File: src/rtl/door_pkg.sv
// Shared types and default timing constants for the parking-gate door controller.
package door_pkg;

   typedef enum logic [1:0] {
      CLOSED = 2'b00,
      OPEN   = 2'b01,
      WARN   = 2'b10
   } door_state_t;

   localparam int DEF_OPEN_CYCLES = 10;
   localparam int DEF_WARN_CYCLES = 4;
   localparam int DEF_CNT_W       = 8;

endpackage

File: src/rtl/door_if.sv
// Request/indicator pair between the access logic (master) and the door controller (slave).
interface door_if;
   logic open_signal;
   logic DoorLED;

   modport master (output open_signal, input DoorLED);
   modport slave  (input open_signal, output DoorLED);
endinterface

File: src/rtl/door_timer.sv
// Loadable down-counter that holds at zero; zero flag feeds the door FSM.
module door_timer #(
   parameter int CNT_W = 8
) (
   input  logic             clk_2Hz,
   input  logic             reset,
   input  logic             i_load,
   input  logic [CNT_W-1:0] i_load_val,
   input  logic             i_en,
   output logic             o_zero
);

   logic [CNT_W-1:0] r_cnt;

   always_ff @(posedge clk_2Hz) begin
      if (reset) begin
         r_cnt <= '0;
      end else if (i_load) begin
         r_cnt <= i_load_val;
      end else if (i_en && (r_cnt != '0)) begin
         r_cnt <= r_cnt - 1'b1;
      end
   end

   assign o_zero = (r_cnt == '0);

endmodule

File: src/rtl/door_controller.sv
// Parking-gate door controller: OPEN hold, WARN pre-close, then automatic close.
// Optional macro DOOR_BLINK_EN makes DoorLED toggle during WARN (first WARN cycle 0).
//
// state  | meaning
// CLOSED | door shut, LED 0, waiting for a request
// OPEN   | door open, LED 1, hold timer running (retriggerable)
// WARN   | about to close, LED 1 or blinking, request reopens
module door_controller
   import door_pkg::*;
#(
   parameter int OPEN_CYCLES = DEF_OPEN_CYCLES,
   parameter int WARN_CYCLES = DEF_WARN_CYCLES,
   parameter int CNT_W       = DEF_CNT_W
) (
   input  logic  clk_2Hz,
   input  logic  reset,
   door_if.slave door
);

   localparam logic [CNT_W-1:0] OPEN_LOAD = CNT_W'(OPEN_CYCLES - 1);
   localparam logic [CNT_W-1:0] WARN_LOAD = CNT_W'(WARN_CYCLES - 1);

`ifdef DOOR_BLINK_EN
   localparam logic BLINK = 1'b1;
`else
   localparam logic BLINK = 1'b0;
`endif

   door_state_t      r_state;
   logic             r_led;
   logic             w_load;
   logic [CNT_W-1:0] w_load_val;
   logic             w_en;
   logic             w_zero;
   logic             w_open;

   assign w_open = door.open_signal;

   // Timer loads only on state entry or retrigger; otherwise counts down.
   always_comb begin
      w_load     = 1'b0;
      w_load_val = OPEN_LOAD;
      w_en       = 1'b0;
      case (r_state)
         CLOSED: w_load = w_open;
         OPEN: begin
            if (w_open) begin
               w_load = 1'b1;
            end else if (w_zero) begin
               w_load     = 1'b1;
               w_load_val = WARN_LOAD;
            end else begin
               w_en = 1'b1;
            end
         end
         WARN: begin
            if (w_open) begin
               w_load = 1'b1;
            end else begin
               w_en = ~w_zero;
            end
         end
         default: ;
      endcase
   end

   door_timer #(.CNT_W(CNT_W)) u_timer (
      .clk_2Hz    (clk_2Hz),
      .reset      (reset),
      .i_load     (w_load),
      .i_load_val (w_load_val),
      .i_en       (w_en),
      .o_zero     (w_zero)
   );

   always_ff @(posedge clk_2Hz) begin
      if (reset) begin
         r_state <= CLOSED;
         r_led   <= 1'b0;
      end else begin
         case (r_state)
            CLOSED: begin
               if (w_open) begin
                  r_state <= OPEN;
                  r_led   <= 1'b1;
               end
            end
            OPEN: begin
               r_led <= 1'b1;
               if (!w_open && w_zero) begin
                  r_state <= WARN;
                  r_led   <= ~BLINK;
               end
            end
            WARN: begin
               if (w_open) begin
                  r_state <= OPEN;
                  r_led   <= 1'b1;
               end else if (w_zero) begin
                  r_state <= CLOSED;
                  r_led   <= 1'b0;
               end else begin
                  r_led <= BLINK ? ~r_led : 1'b1;
               end
            end
            default: begin
               r_state <= CLOSED;
               r_led   <= 1'b0;
            end
         endcase
      end
   end

   assign door.DoorLED = r_led;

endmodule

File: src/flat_wrapper.sv
// flat-port wrapper written by rule: the top's interface ports become plain ports
module door_controller_flat import door_pkg::*;
#(
   parameter int OPEN_CYCLES = DEF_OPEN_CYCLES,
   parameter int WARN_CYCLES = DEF_WARN_CYCLES,
   parameter int CNT_W       = DEF_CNT_W
)
  (clk_2Hz, reset, door_open_signal, door_DoorLED);
  door_if door_i ();
  input  logic clk_2Hz;
  input  logic reset;
  input wire logic [$bits(door_i.open_signal)-1:0] door_open_signal;
  output wire logic [$bits(door_i.DoorLED)-1:0] door_DoorLED;
  assign door_i.open_signal = door_open_signal;
  assign door_DoorLED = door_i.DoorLED;
  door_controller #(.OPEN_CYCLES(OPEN_CYCLES), .WARN_CYCLES(WARN_CYCLES), .CNT_W(CNT_W)) u_core (.clk_2Hz(clk_2Hz), .reset(reset), .door(door_i));
endmodule
File: config.mk
export PLATFORM = sky130hd
export DESIGN_NAME = door_controller_flat
export DESIGN_NICKNAME = d
export VERILOG_FILES = /design/src/rtl/door_pkg.sv /design/src/rtl/door_if.sv /design/src/rtl/door_timer.sv /design/src/rtl/door_controller.sv /design/src/flat_wrapper.sv
export SDC_FILE = /design/constraint.sdc
export NUM_CORES = 1
export LEC_CHECK = 0
export BUFFER_PORTS_ARGS = -buffer_cell sky130_fd_sc_hd__buf_2
export CORE_MARGIN = 3
export CORE_UTILIZATION = 40
export DETAILED_ROUTE_END_ITERATION = 8
export REMOVE_ABC_BUFFERS = 1
export SLEW_MARGIN = 20
export SYNTH_ARGS = -nofsm -noshare
export SYNTH_HDL_FRONTEND = slang
export SYNTH_SLANG_ARGS = --single-unit
File: constraint.sdc
create_clock -name clk_2Hz -period 1.6 [get_ports clk_2Hz]
set_input_delay 0.08 -clock clk_2Hz [delete_from_list [all_inputs] [get_ports clk_2Hz]]
set_output_delay 0.08 -clock clk_2Hz [all_outputs]
set_load 0.05 [all_outputs]
After elaboration in Yosys (flattened, before gate mapping)
Cells that the tools add are included.

Word-level logic and storage cells: 39. Register bits: 11.

Reduce and logical (&&, ||, !) cells: 8. Add/subtract/negate cells: 1. Bitwise gates (word level): 1. Eq/ne operators: 5. Multiplexer cells: 21.

Operators by type and width (count): $mux W8 (4); $logic_not A8 Y1 (1); $mux W1 (8); $mux W2 (4); $reduce_bool A8 Y1 (1); $sub A8 B1 Y8 const B (1); $pmux W1 S3 (2); $pmux W2 S3 (1); $mux W4 (1); $ne A3 B2 Y1 const B (1); $reduce_and A3 Y1 (1); $eq A2 B1 Y1 const B (1); $eq A2 B2 Y1 const B (1); $logic_and A1 B1 Y1 (2); $logic_not A2 Y1 (1); $ne A2 B1 Y1 const B (1); $ne A2 B2 Y1 const B (1); $pmux W1 S2 (1); $reduce_bool A2 Y1 (1); $logic_not A1 Y1 (1); $not A1 Y1 (1).

Longest topological paths before layout
Depth after elaboration: 7. Depth in mapped cells: 6. Gate-level depth less buffers: 6.

Modules after synthesis
From an unflattened synthesis, not the netlist that was laid out.

Cells, all modules: 90. Area total of the unflattened synthesis: 778.2 µm².

Modules (own cells, without submodules): door_timer (instances 1, area an instance 515.5 µm², cells each 59); door_controller (instances 1, area an instance 262.8 µm², cells each 31).

Least setup slack after synthesis
Ideal clock, no wire load.

Kind: register to register. From: register u_core.r_state[0]. To: register u_core.u_timer.r_cnt[7]. Path slack: -72 ps. Cell stages (with the launch flop): 7. Arrival time: 1602 ps. Period minus slack after synthesis: 1672 ps. Path buffers: 0. Path through: dfxtp_1 -> inv_1 -> ha_1 -> nor2b_1 -> o21ai_1 -> or4_1 -> a21oi_1.

Longest elaborated chain between the ends: 4.

Ends and longest elaborated chain: start: declaration (RTL line door_controller.sv:29) `door_state_t r_state;`; start signal: assignment (RTL line door_controller.sv:78) `r_state <= CLOSED;`; start signal: assignment (RTL line door_controller.sv:84) `r_state <= OPEN;`; start signal: assignment (RTL line door_controller.sv:91) `r_state <= WARN;`; $eq A2 B2 Y1 / $eq A2 B1 Y1 (equally long branches) (RTL line door_controller.sv:44) `case (r_state)`; $pmux W1 S2 (RTL line door_controller.sv:44); $logic_and A1 B1 Y1 (RTL line door_timer.sv:20) `end else if (i_en && (r_cnt != '0)) begin`; $reduce_bool A2 Y1 (no line); end signal: assignment (RTL line door_timer.sv:19) `r_cnt <= i_load_val;`; end signal: assignment (RTL line door_timer.sv:21) `r_cnt <= r_cnt - 1'b1;`; end: declaration (RTL line door_timer.sv:13) `logic [CNT_W-1:0] r_cnt;`.

Parallel ways exist; a longest one is shown, timed or not. A chain may end at the register's enable or synchronous reset.

Worst setup path in the final report
From: register u_core.u_timer.r_cnt[1]. To: register u_core.u_timer.r_cnt[7].

Longest elaborated chain between the ends: 6.

Ends and longest elaborated chain: branches (longest 6 deep; another with $sub A8 B1 Y8).

Several ways; the timed one is not identified. The select of a mux whose other input is x is not followed.

==> impl_metrics.py <==
metrics = {
    "sta": {
        "fin_crit_sh": 1.01,
        "clock-skew-final_ns": 0.000563,
        "slew_viol_final": 0,
        "hold_violations": 0,
        "max_freq_mhz": 619,
        "fin_crit_ns": 1.61,
        "rsz0062_at_grt": "true",
        "max_slew_margin": 0.759,
        "worst_slew_pin_slew_ns": 0.361,
        "setup-violations-final": 5,
        "worst_slack_ns": -0.0146,
    },
    "setup_path": {
        "r2r-start": "u_core.u_timer.r_cnt[1]",
        "cp_num_buf_inv": 2,
        "crit_arrival_ns": 1.77,
        "worstSetupPathType": "reg2reg",
        "crit_family": "compound AO/OA/AOI/OAI gates",
        "cp_common_cell": "a21oi_2",
        "critPathMaxFanout": 5,
        "critPathMaxStageDelay_ns": 0.32,
        "critPathLaunch": "u_core.u_timer.r_cnt[1]",
        "required_ns": 1.76,
        "cp-start-kind": "flip-flop",
        "path_cells": "inv_2 -> ha_4 -> nor4b_4 -> a21oi_2 -> o31ai_1 -> buf_4 -> a21oi_2",
        "endpoint_kind": "flip-flop",
        "crit_slowest_cell": "dfxtp_1",
    },
    "die": {
        "die_width_um": 47.5,
        "rows": 14,
        "dieHeight_um": 47.5,
        "core_area_um2": 1560,
        "dieArea_um2": 2250,
        "ioPinCount": 4,
        "initial_core_util": 0.441,
    },
    "clock_network": {
        "worst_skew_pair.late_latency_ns": 0.27,
        "cts_tree": "built",
        "cts_max_level": 1,
        "clockBufferDepth": 2,
        "clk_pin_slew_ns": 0.07,
        "cts_root_buf": "clkbuf_4",
        "numClockSinks": 11,
        "cts_buffers": 3,
    },
    "place": {
        "port_buffers": 3,
        "hpwl_um": 1220,
        "routabilityCongestion": 0.745,
    },
    "pwr": {
        "power_density_nw_per_um2": 888,
        "p_total_mw": 0.911,
        "p_leak_nw": 0.426,
        "pwr-share-seq": 0.344,
        "p_comb_frac": 0.446,
        "clockPowerShare": 0.210,
        "p_sw_frac": 0.340,
        "p_int_mw": 0.601,
        "p_switching_mw": 0.309,
        "peakVddDrop_mv": 0.557,
    },
    "yosys": {
        "synth_top_area_frac": 0.320,
        "avgSynthCellArea_um2": 8.29,
        "synth_top_cell_by_area": "dfxtp_1",
        "synth_edf_count": 0,
        "synth-async-reset-ratio": 0,
        "ys_seq_elements": 11,
        "synthCells": 83,
        "ys_top_cells_by_count": "11 x dfxtp_1, 10 x a21oi_1, 9 x nor2_1, 7 x inv_1, 5 x ha_1",
        "yosys_warnings": 0,
        "synth_most_common_cell": "dfxtp_1",
        "ys_seq_area_frac": 0.320,
        "synthTopCellsByArea": "dfxtp_1 32%, ha_1 9.1%, a21oi_1 7.3%",
        "yosys_most_used_dff": "dfxtp_1",
        "syn_area_um2": 688,
        "ys_types": 29,
    },
    "cells_and_area": {
        "syn_to_final_growth_pct": 49.1,
        "n_antenna_cell": 0,
        "nNetsFinal": 121,
        "fillers": 121,
        "drive_gt1_frac": 0.473,
        "finish.utilization": 0.658,
    },
    "detailed_routing": {
        "first_iter_violations": 21,
        "postRouteAntennaNets": 0,
        "drt_wl_total_um": 1950,
        "routedWlPerCell_um": 15.2,
        "drc": 0,
        "via_per_inst": 5.71,
        "vias": 731,
        "drtPass1Iterations": 4,
    },
    "status": {
        "violations": "negative setup slack",
        "status": "finished, violations left",
    },
    "grt": {
        "grt_pass1_wl_um": 2950,
        "groute.usage.overall": 0.190,
        "overflow": 0,
        "grt_max_degree": 13,
        "antenna_found_initial": 0,
        "grt_pass1_vias": 645,
    },
    "worst_hold_path": {
        "hp-start": "reset",
        "hp-class": "in2reg",
    },
    "flow_run": {
        "max_cap_viol_count": 0,
    },
}
## timing repair
item                                    4_1_cts  5_1_grt
pin swaps                                     3        8
buffers inserted                              3        4
gates resized for setup                       8       18
endpoints found under the setup margin        5       11
hold buffers                                  0        0
hold endpoints to repair                      0        0
## kinds of logic (layout without fill, tap and decap cells)
group | after synthesis | in the layout | synth area share
simple gates | 30 | 30 | 0.264
fa+ha+maj | 5 | 5 | 0.0909
flops | 11 | 11 | 0.320
compound gates | 27 | 27 | 0.256
xor+xnor | 2 | 2 | 0.0255
buf+inv | 8 | 37 | 0.0436
## metal layers
layer | global-route usage | up-vias | wire length (µm)
li1 | - | 370 | -
met4 | 0.0663 | 0 | 27
met2 | 0.307 | 28 | 971
met3 | 0.0564 | 6 | 73
met1 | 0.239 | 327 | 878
met5 | 0 | - | 0
## cell type report
| class | count | area, µm² | share of cell area |
|---|---|---|---|
| clock buffers | 4 | 26.3 | 0.0256 |
| flip-flops and latches | 11 | 224 | 0.218 |
| inverters | 7 | 26.3 | 0.0256 |
| well taps | 16 | 20.0 | 0.0195 |
| repair buffers | 26 | 191 | 0.187 |
| multi-input cells | 64 | 538 | 0.524 |
## per-stage QoR
stage          setup slack [ns]  hold slack [ns]  cells  setup TNS, ns  cell area, µm²
2_1_floorplan           -0.0724            0.149     82        -0.0724             684
3_3_place_gp            0.00370            0.359    117              0             840
3_5_place_dp            -0.0589            0.355    117         -0.115             840
4_1_cts                 0.00960           0.0608    124              0             908
5_1_grt                  -0.117           0.0664    128         -0.861            1030
6_report                -0.0146           0.0751    128        -0.0639            1030
## power by group through the flow
stage / Sequential (mW) / Clock, mW / Combinational (mW)
after detailed placement: 0.315 / 0 / 0.270
after global routing: 0.316 / 0.212 / 0.434
final: 0.313 / 0.191 / 0.406
after CTS: 0.310 / 0.204 / 0.311
after floorplan: 0.326 / 0 / 0.141
after global placement: 0.314 / 0 / 0.262
## sequential cells by signal, indices dropped and copies added (netlist names)
name	cells
u_core.u_timer.r_cnt	8
u_core.r_state	2
u_core.door.DoorLED	1
## worst reg2reg max path, cell delays in order, from the launching register on
cell     delay (ns)
dfxtp_1        0.32
inv_2          0.07
ha_4           0.13
nor4b_4        0.32
a21oi_2        0.12
o31ai_1        0.29
buf_4          0.21
a21oi_2        0.04
## worst paths after layout
path / slack (ns) / to / depth (start not counted)
max: -0.01 / u_core.u_timer.r_cnt[7] / 7
min: 0.08 / u_core.r_state[0] / 2
max reg2reg: -0.01 / u_core.u_timer.r_cnt[7] / 7
min reg2reg: 0.53 / u_core.u_timer.r_cnt[6] / 2
## cells in the final DEF (no fill, tap or decap), types with 2 or more instances in the layout
cell type / n
buf_4: 22
nor2_1: 9
dfxtp_1: 8
a21oi_2: 6
inv_1: 5
a21oi_1: 4
or3_1: 4
nor3_1: 3
o31ai_1: 3
o21ai_0: 3
ha_1: 3
clkbuf_4: 3
buf_2: 3
dfxtp_2: 3
inv_2: 2
nand2b_1: 2
nand2_1: 2
o31a_1: 2
ha_4: 2
Power figures use the tool's default switching activity.
